**config.mk**
```make
export PLATFORM = sky130hd
export DESIGN_NAME = mod_preprocess
export DESIGN_NICKNAME = d
export VERILOG_FILES = /design/src/rtl/mod_preprocess.sv
export SDC_FILE = /design/constraint.sdc
export NUM_CORES = 2
export LEC_CHECK = 0
export CORE_MARGIN = 2
export CORE_UTILIZATION = 27
export DETAILED_ROUTE_END_ITERATION = 8
export GPL_TIMING_DRIVEN = 0
export SETUP_SLACK_MARGIN = 0.3
export SYNTH_ARGS = -nofsm -noshare
export SYNTH_HDL_FRONTEND = slang
export SYNTH_SLANG_ARGS = --single-unit
export TNS_END_PERCENT = 100
```
**constraint.sdc**
```tcl
create_clock -name clk_i -period 31.1 [get_ports clk_i]
set_input_delay 6.22 -clock clk_i [delete_from_list [all_inputs] [get_ports clk_i]]
set_output_delay 6.22 -clock clk_i [all_outputs]
set_load 0.1 [all_outputs]
```
**src/rtl/mod_preprocess.sv**
```systemverilog
// Montgomery pre-processing: T = (M * 2^SHIFT) mod N by iterated modular doubling,
// BPC doublings per clock, with a start/busy/finish handshake.
module mod_preprocess #(
    parameter int unsigned WIDTH = 256,
    parameter int unsigned SHIFT = 256,
    parameter int unsigned BPC   = 1
) (
    input  logic             clk_i,
    input  logic             rst_i,
    input  logic             start_i,
    input  logic [WIDTH-1:0] N_i,
    input  logic [WIDTH-1:0] M_i,
    output logic [WIDTH-1:0] T_o,
    output logic             busy_o,
    output logic             finish_o,
    output logic             err_o
);

    if (BPC < 1 || SHIFT < 1 || (SHIFT % BPC) != 0) begin : g_param_check
        $error("mod_preprocess: SHIFT must be >= 1 and a multiple of BPC");
    end

    localparam int unsigned     CW       = $clog2(SHIFT + 1);
    localparam logic [CW-1:0]   CNT_LAST = CW'(SHIFT - BPC);
    localparam logic [CW-1:0]   CNT_INC  = CW'(BPC);

    typedef enum logic [1:0] {IDLE, RUN, DONE} state_t;

    state_t           state, state_nxt;
    logic [WIDTH-1:0] n_q;
    logic [WIDTH:0]   acc_q;
    logic [WIDTH:0]   acc_step;
    logic [CW-1:0]    cnt_q;
    logic             last_step;
    logic [WIDTH-1:0] m_red;

    assign last_step = (cnt_q == CNT_LAST);
    // Initial reduction only needs one subtraction because M < 2N.
    assign m_red     = (M_i >= N_i) ? M_i - N_i : M_i;

    // BPC chained double-and-reduce steps; acc < N keeps the shifted value inside WIDTH+1 bits.
    always_comb begin
        logic [WIDTH:0] x;
        x        = '0;
        acc_step = acc_q;
        for (int unsigned i = 0; i < BPC; i++) begin
            x        = {acc_step[WIDTH-1:0], 1'b0};
            acc_step = (x >= {1'b0, n_q}) ? x - {1'b0, n_q} : x;
        end
    end

    always_ff @(posedge clk_i or posedge rst_i) begin
        if (rst_i) state <= IDLE;
        else       state <= state_nxt;
    end

    always_comb begin
        state_nxt = state;
        unique case (state)
            IDLE: if (start_i) state_nxt = (N_i == '0) ? DONE : RUN;
            RUN:  if (last_step) state_nxt = DONE;
            DONE: state_nxt = IDLE;
            default: state_nxt = IDLE;
        endcase
    end

    always_comb begin
        busy_o   = (state == RUN);
        finish_o = (state == DONE);
    end

    always_ff @(posedge clk_i or posedge rst_i) begin
        if (rst_i) begin
            n_q   <= '0;
            acc_q <= '0;
            cnt_q <= '0;
            T_o   <= '0;
            err_o <= 1'b0;
        end else begin
            unique case (state)
                IDLE: begin
                    if (start_i) begin
                        n_q   <= N_i;
                        cnt_q <= '0;
                        acc_q <= {1'b0, m_red};
                        err_o <= (N_i == '0);
                    end
                end
                RUN: begin
                    acc_q <= acc_step;
                    cnt_q <= cnt_q + CNT_INC;
                    if (last_step) T_o <= acc_step[WIDTH-1:0];
                end
                default: ;
            endcase
        end
    end

endmodule

```
=== Word level (Yosys, flattened, before mapping) ===
Index checks and enable logic that the tools add are counted.

* Register bits after elaboration: 780
* Bits of input ports: 515
* Output and inout port bits: 259

* $add $sub $neg: 3
* Magnitude comparators: 2
* Equal/unequal tests: 5
* Mux-type cells: 10
* Reductions and logical operators: 7

{| class="wikitable"
|+ Operators with widths
! kind !! number
|-
| 2-to-1 mux 256 bit || 3
|-
| case mux 256 bit (2 select lines) || 1
|-
| subtractor 256 bit || 2
|-
| greater-or-equal comparator 257 x 256 -> 1 bit || 1
|-
| greater-or-equal comparator 256 bit || 1
|-
| logical NOT 256 bit || 1
|-
| case mux 9 bit (2 select lines) || 1
|-
| adder 9 x 1 -> 9 bit (second input constant) || 1
|-
| equality test 9 x 8 -> 1 bit (second input constant) || 1
|-
| 2-to-1 mux 9 bit || 1
|-
| AND reduction 2 bit || 4
|-
| 2-to-1 mux 2 bit || 3
|-
| case mux 2 bit (2 select lines) || 1
|-
| equality test 2 x 1 -> 1 bit (second input constant) || 1
|-
| equality test 2 bit (second input constant) || 1
|-
| logical NOT 2 bit || 1
|-
| inequality test 2 x 1 -> 1 bit (second input constant) || 1
|-
| inequality test 2 bit (second input constant) || 1
|-
| nonzero test 2 bit || 1
|}

=== Depth between registers and ports, before layout ===
* Depth after elaboration: 4
* Gate-level depth with buffers: 22
* Depth with buffers taken out: 20

=== Worst setup path before layout ===
OpenSTA, ideal clock, no wires.

* Kind: input port to flip-flop
* Start point: in M_i[0]
* End point: reg acc_q[250]
* Arrival: 9.930 ns
* Data required time: 31.018 ns
* Path slack: 21.088 ns
* Stages: 20
* Path buffers: 0
* Path through: inv_1 ha_1 fa_1 nand2b_1 a211oi_1 o21ai_0 a211oi_1 or2_2 nand4_1 o2111ai_1 nand3_1 o211ai_1 a41oi_1 o41ai_2 a21oi_1 o31ai_1 nor3b_1 or4_1 o211ai_1 a31oi_1

* Word-level cells in the longest chain between the ends: 4

{| class="wikitable"
|+ Ends and longest elaborated chain
! item !! RTL line !! source
|-
| start: declaration || 12 || <nowiki>input logic [WIDTH-1:0] M_i,</nowiki>
|-
| subtractor 256 bit / greater-or-equal comparator 256 bit (equally long branches) || 39 || <nowiki>assign m_red = (M_i >= N_i) ? M_i - N_i : M_i;</nowiki>
|-
| 2-to-1 mux 256 bit * || 39 ||
|-
| 2-to-1 mux 256 bit * || 82 || <nowiki>if (start_i) begin</nowiki>
|-
| case mux 256 bit (2 select lines) * || 80 || <nowiki>unique case (state)</nowiki>
|-
| end signal: assignment || 85 || <nowiki>acc_q <= {1'b0, m_red};</nowiki>
|-
| end signal: assignment || 90 || <nowiki>acc_q <= acc_step;</nowiki>
|-
| end: declaration || 31 || <nowiki>logic [WIDTH:0] acc_q;</nowiki>
|}

Every way passes the cells marked *; elsewhere a longest branch is shown, timed or not. The select of a mux whose other input is x is not followed.
A chain may end at the register's enable or synchronous reset.

=== Worst setup path in the final report ===
* Start point: in N_i[124]
* End point: reg acc_q[47]

* Word-level cells in the longest chain between the ends: 4

{| class="wikitable"
|+ Ends and longest elaborated chain
! item !! RTL line !! source
|-
| start: declaration || 11 || <nowiki>input logic [WIDTH-1:0] N_i,</nowiki>
|-
| greater-or-equal comparator 256 bit || 39 ||
|-
| 2-to-1 mux 256 bit || 39 ||
|-
| 2-to-1 mux 256 bit || 82 ||
|-
| case mux 256 bit (2 select lines) || 80 ||
|}

No other way between the ends. The select of a mux whose other input is x is not followed.

==> summary.md <==
| Metric | Value |
|---|---|
| Failing checks | antenna rules, capacitance limit, slew limit |
| GPL Wtd Cong | 1.062 |
| Routed Antenna Nets | 1 |
| Drt pass-1 iters | 6 |
| First-pass GRT wire length | 651,000 um |
| Crit path required time | 31,790 ps |
| Period utilisation layout | 47.51% |
| Slew margin rel. | -15.94% |
| Clock skew | 58.33 ps |
| Critical Path Sink Type | flop |
| RSZ-0062 raised after global routing | false |
| GR Overflow Total | 0 |
| PostCTS Resize Cnt | 0 |
| Placed cells | 14,800 |
| Vias in the first global route | 82,060 |
| Startpoint types | primary input |
| Clock Latency Late Sink | 810 ps |
| Hold depth | 2 |
| Arr. time, crit path | 15,460 ps |
| Layout cells sized above 1 | 4.302% |
| FMAX | 0.06768 GHz |
| Hold worst-path end | T_o[238]$_DFFE_PP0P_ |
| Largest net degree at the start of global routing | 121 |
| DR vias | 88,150 |
| RR Endpoint | T_o[68]$_DFFE_PP0P_ |
| Design area | 89,670 sq um |
| Sequential power share | 13.3% |
| Post-synth EDFFs | 0 |
| Max Root-Sink Buffers | 3 |
| Seq/Total Area, Yosys | 26.56% |
| # nets final | 12,370 |
| CTS H-Tree Depth | 3 |
| FF-to-FF Start | acc_q[2]$_DFFE_PP0P_ |
| Fraction of registers with async set or reset after synthesis | 100.0% |
| Reg clk slew, reported paths | 60 ps |
| Core area | 270,800 sq um |
| CTS tree | yes |
| Final worst path period need | 14,780 ps |
| Final hold violations | 0 |
| Setup-failing EPs final | 0 |
| Routed wl met3 | 55,540 um |
| Crit path from | N_i[124] |
| Hold_sp | T_o[238]$_DFFE_PP0P_ |
| Post-CTS Hold Buffers | 0 |
| Syn Nets | 11,470 |
| Vias per cell | 5.860 |
| Most used DFF post-synth | dfrtp_1 |
| Worst reg2reg setup slack | 22,540 ps |
| Die height | 525.7 um |
| Postcts setup bufs | 0 |
| DP Area | 86,080 sq um |
| Syn. warnings | 0 |
| Root buffer cell | clkbuf_16 |
| Pwr/cell area | 135.8 nW/um^2 |
| Hold Crit Class | reg2reg |
| WL per Instance | 32.04 um |
| Starting density of the core | 27.14% |
| Syn Inst Count | 10,440 |
| Status | complete, but fails checks |
| Least-Margin Pin Slew | 1739 ps |
| Synth-to-layout area growth | 22.04% |
| Num CTS Buffers | 99 |
| Max IR drop VDD | 0.09930 mV |
| P_sw | 7.485 mW |
| Avg Cell Area, Syn | 7.036 sq um |
| Full die area | 276,300 sq um |
| HPWL Detailed | 396,800 um |
| Max Slew Vio Count | 127 |
| Yosys cell types | 117 |
| All-Layer GR Usage | 33.33% |
| Non-filler instance count after layout | 15,040 |
| Internal power | 4.691 mW |
| Switching Fraction | 61.48% |
| Setup tns final | 0 ps |
| Met2 wire len | 190,500 um |
| Die width | 525.7 um |
| Comb pwr share | 76.4% |
| Total Wirelength | 482,000 um |
| Reg2Reg Depth | 18 |
| Wl on met1 | 197,700 um |
| Max_cap viols | 17 |
| Max layer used | met5 |
| FF+latch count, synth | 780 |
| Io pins | 774 |
| Leak | 37.21 nW |
| Synthesized cell area | 73,480 sq um |
| Crit path max fanout | 10 |
| Row cnt | 191 |
| PortBufs | 773 |
| Initial antenna violation count | 91 |
| Part of the power in the clock network | 10.3% |
| DRC viols | 0 |
| Clk sinks | 780 |
| Setup Crit Path Kind | in2reg |
| DR iter-0 viols | 11,650 |
## per-stage QoR
step | worst slack, ps | power [mW] | hold WS (ps) | utilization [%]
floorplan | 2982 | 6.818 | 450.1 | -
global placement | -8337 | 10.44 | 461.9 | 31.64
finish | 16330 | 12.18 | 474.0 | 33.12
global route | 16690 | 12.64 | 499.5 | 33.07
detailed placement | 16040 | 10.44 | 469.4 | 31.79
CTS | 16810 | 11.72 | 481.5 | 33.05
## per-layer routing
layer	vias up	GRT usage (%)
li1	38740	-
met4	54	22.09
met5	-	0
met1	42680	43.88
met2	5517	46.72
met3	1161	9.851
## Yosys cell counts (41+ instances only)
master    number  area, sq um
dfrtp_1      780        19520
a21o_1       236         1772
clkbuf_1     437         1640
a211oi_1      60        450.4
mux2i_1       51        510.5
o21ai_0     1320         6606
nor4_1       127        794.5
a31oi_1       66        412.9
a221oi_1      44        385.4
o21bai_1     185         1389
inv_1        716         2688
nor2_1       992         3724
nor3_1       147        735.7
nand4_1      322         2014
a21boi_0      44        330.3
o211ai_1      42        315.3
o22ai_1       41        256.5
xor2_1       188         1647
buf_2        104        520.5
nand2_1     1554         5833
o21a_1        79        593.1
xnor2_1      310         2715
a21oi_1     1423         7122
nand3_1       94        470.5
ha_1         514         6431
## layout by cell type, fill, tap and decap left out, drive strengths merged, types with 30 or more instances in the layout
cell / count
a21boi: 48
ha: 514
clkbuf: 568
diode: 61
o21a: 79
dfrtp: 780
inv: 724
a21o: 237
nand3: 95
nand2b: 35
o21bai: 186
nand2: 1555
nor4: 128
xor2: 188
o22ai: 41
buf: 164
o31ai: 43
and3: 30
a221oi: 45
o21ai: 1351
a31oi: 66
nor3: 147
clkdlybuf4s50: 773
clkinv: 30
a21oi: 1429
o211ai: 43
mux2i: 51
nand4: 323
nor2: 994
xnor2: 310
a211oi: 63
## worst max path at each step
stage	cells past startpoint	slack [ps]	to
global route	18	16690	acc_q[47]$_DFFE_PP0P_
finish	18	16330	acc_q[47]$_DFFE_PP0P_
global placement	2	-8340	T_o[129]$_DFFE_PP0P_
CTS	18	16810	acc_q[47]$_DFFE_PP0P_
floorplan	1	2980	T_o[0]$_DFFE_PP0P_
detailed placement	18	16040	acc_q[47]$_DFFE_PP0P_
## state kept, by name, indices dropped and copies added (netlist names)
| name | count |
|---|---|
| cnt_q | 9 |
| acc_q | 256 |
| n_q | 256 |
| T_o | 256 |
| state | 2 |
| err_o | 1 |
## logic make-up (layout without fill, tap and decap cells)
group	Yosys count	in the layout	synth area share (%)
AOI/OAI and AO/OA	3825	3825	30.31
muxes	60	60	0.8327
and+or+nand+nor	3460	3460	20.56
buffers and inverters	1304	2273	6.987
other	0	61	0
xor gates and xnor gates	498	498	5.936
DFF	780	780	26.56
adders and majority gates	516	516	8.807
## critical path, cell delays in order
cell	delay (ps)
clkdlybuf4s50_1	960
inv_1	130
ha_1	420
nand4_1	260
nor2_1	440
and3_1	530
nand3_1	270
nor4_1	1140
nand4_1	710
a21oi_1	330
nor2b_1	110
o21ai_1	980
clkbuf_2	890
clkbuf_1	1090
nor2_1	70
a21oi_1	560
a21oi_1	140
o21ai_0	160
## final cells by class
cell class                 count  area [sq um]
multi-input combinational   8359         48900
clock buffer                 128          2809
buffer                       587          2504
sequential                   780         19520
fill                       29920        181100
inverter                     717          2699
tap                         3570          4467
antenna                       61         152.6
clock inverter                51         600.6
timing repair buffer         790          8023
## power groups by stage
stage               Clock [mW]  Combinational, mW  Sequential (mW)
global route              1.29               9.70             1.65
global placement             0               8.81             1.63
CTS                       1.25               8.86             1.61
floorplan                    0               5.27             1.55
finish                    1.25               9.30             1.62
detailed placement           0               8.82             1.62
Power figures use the tool's default switching activity.
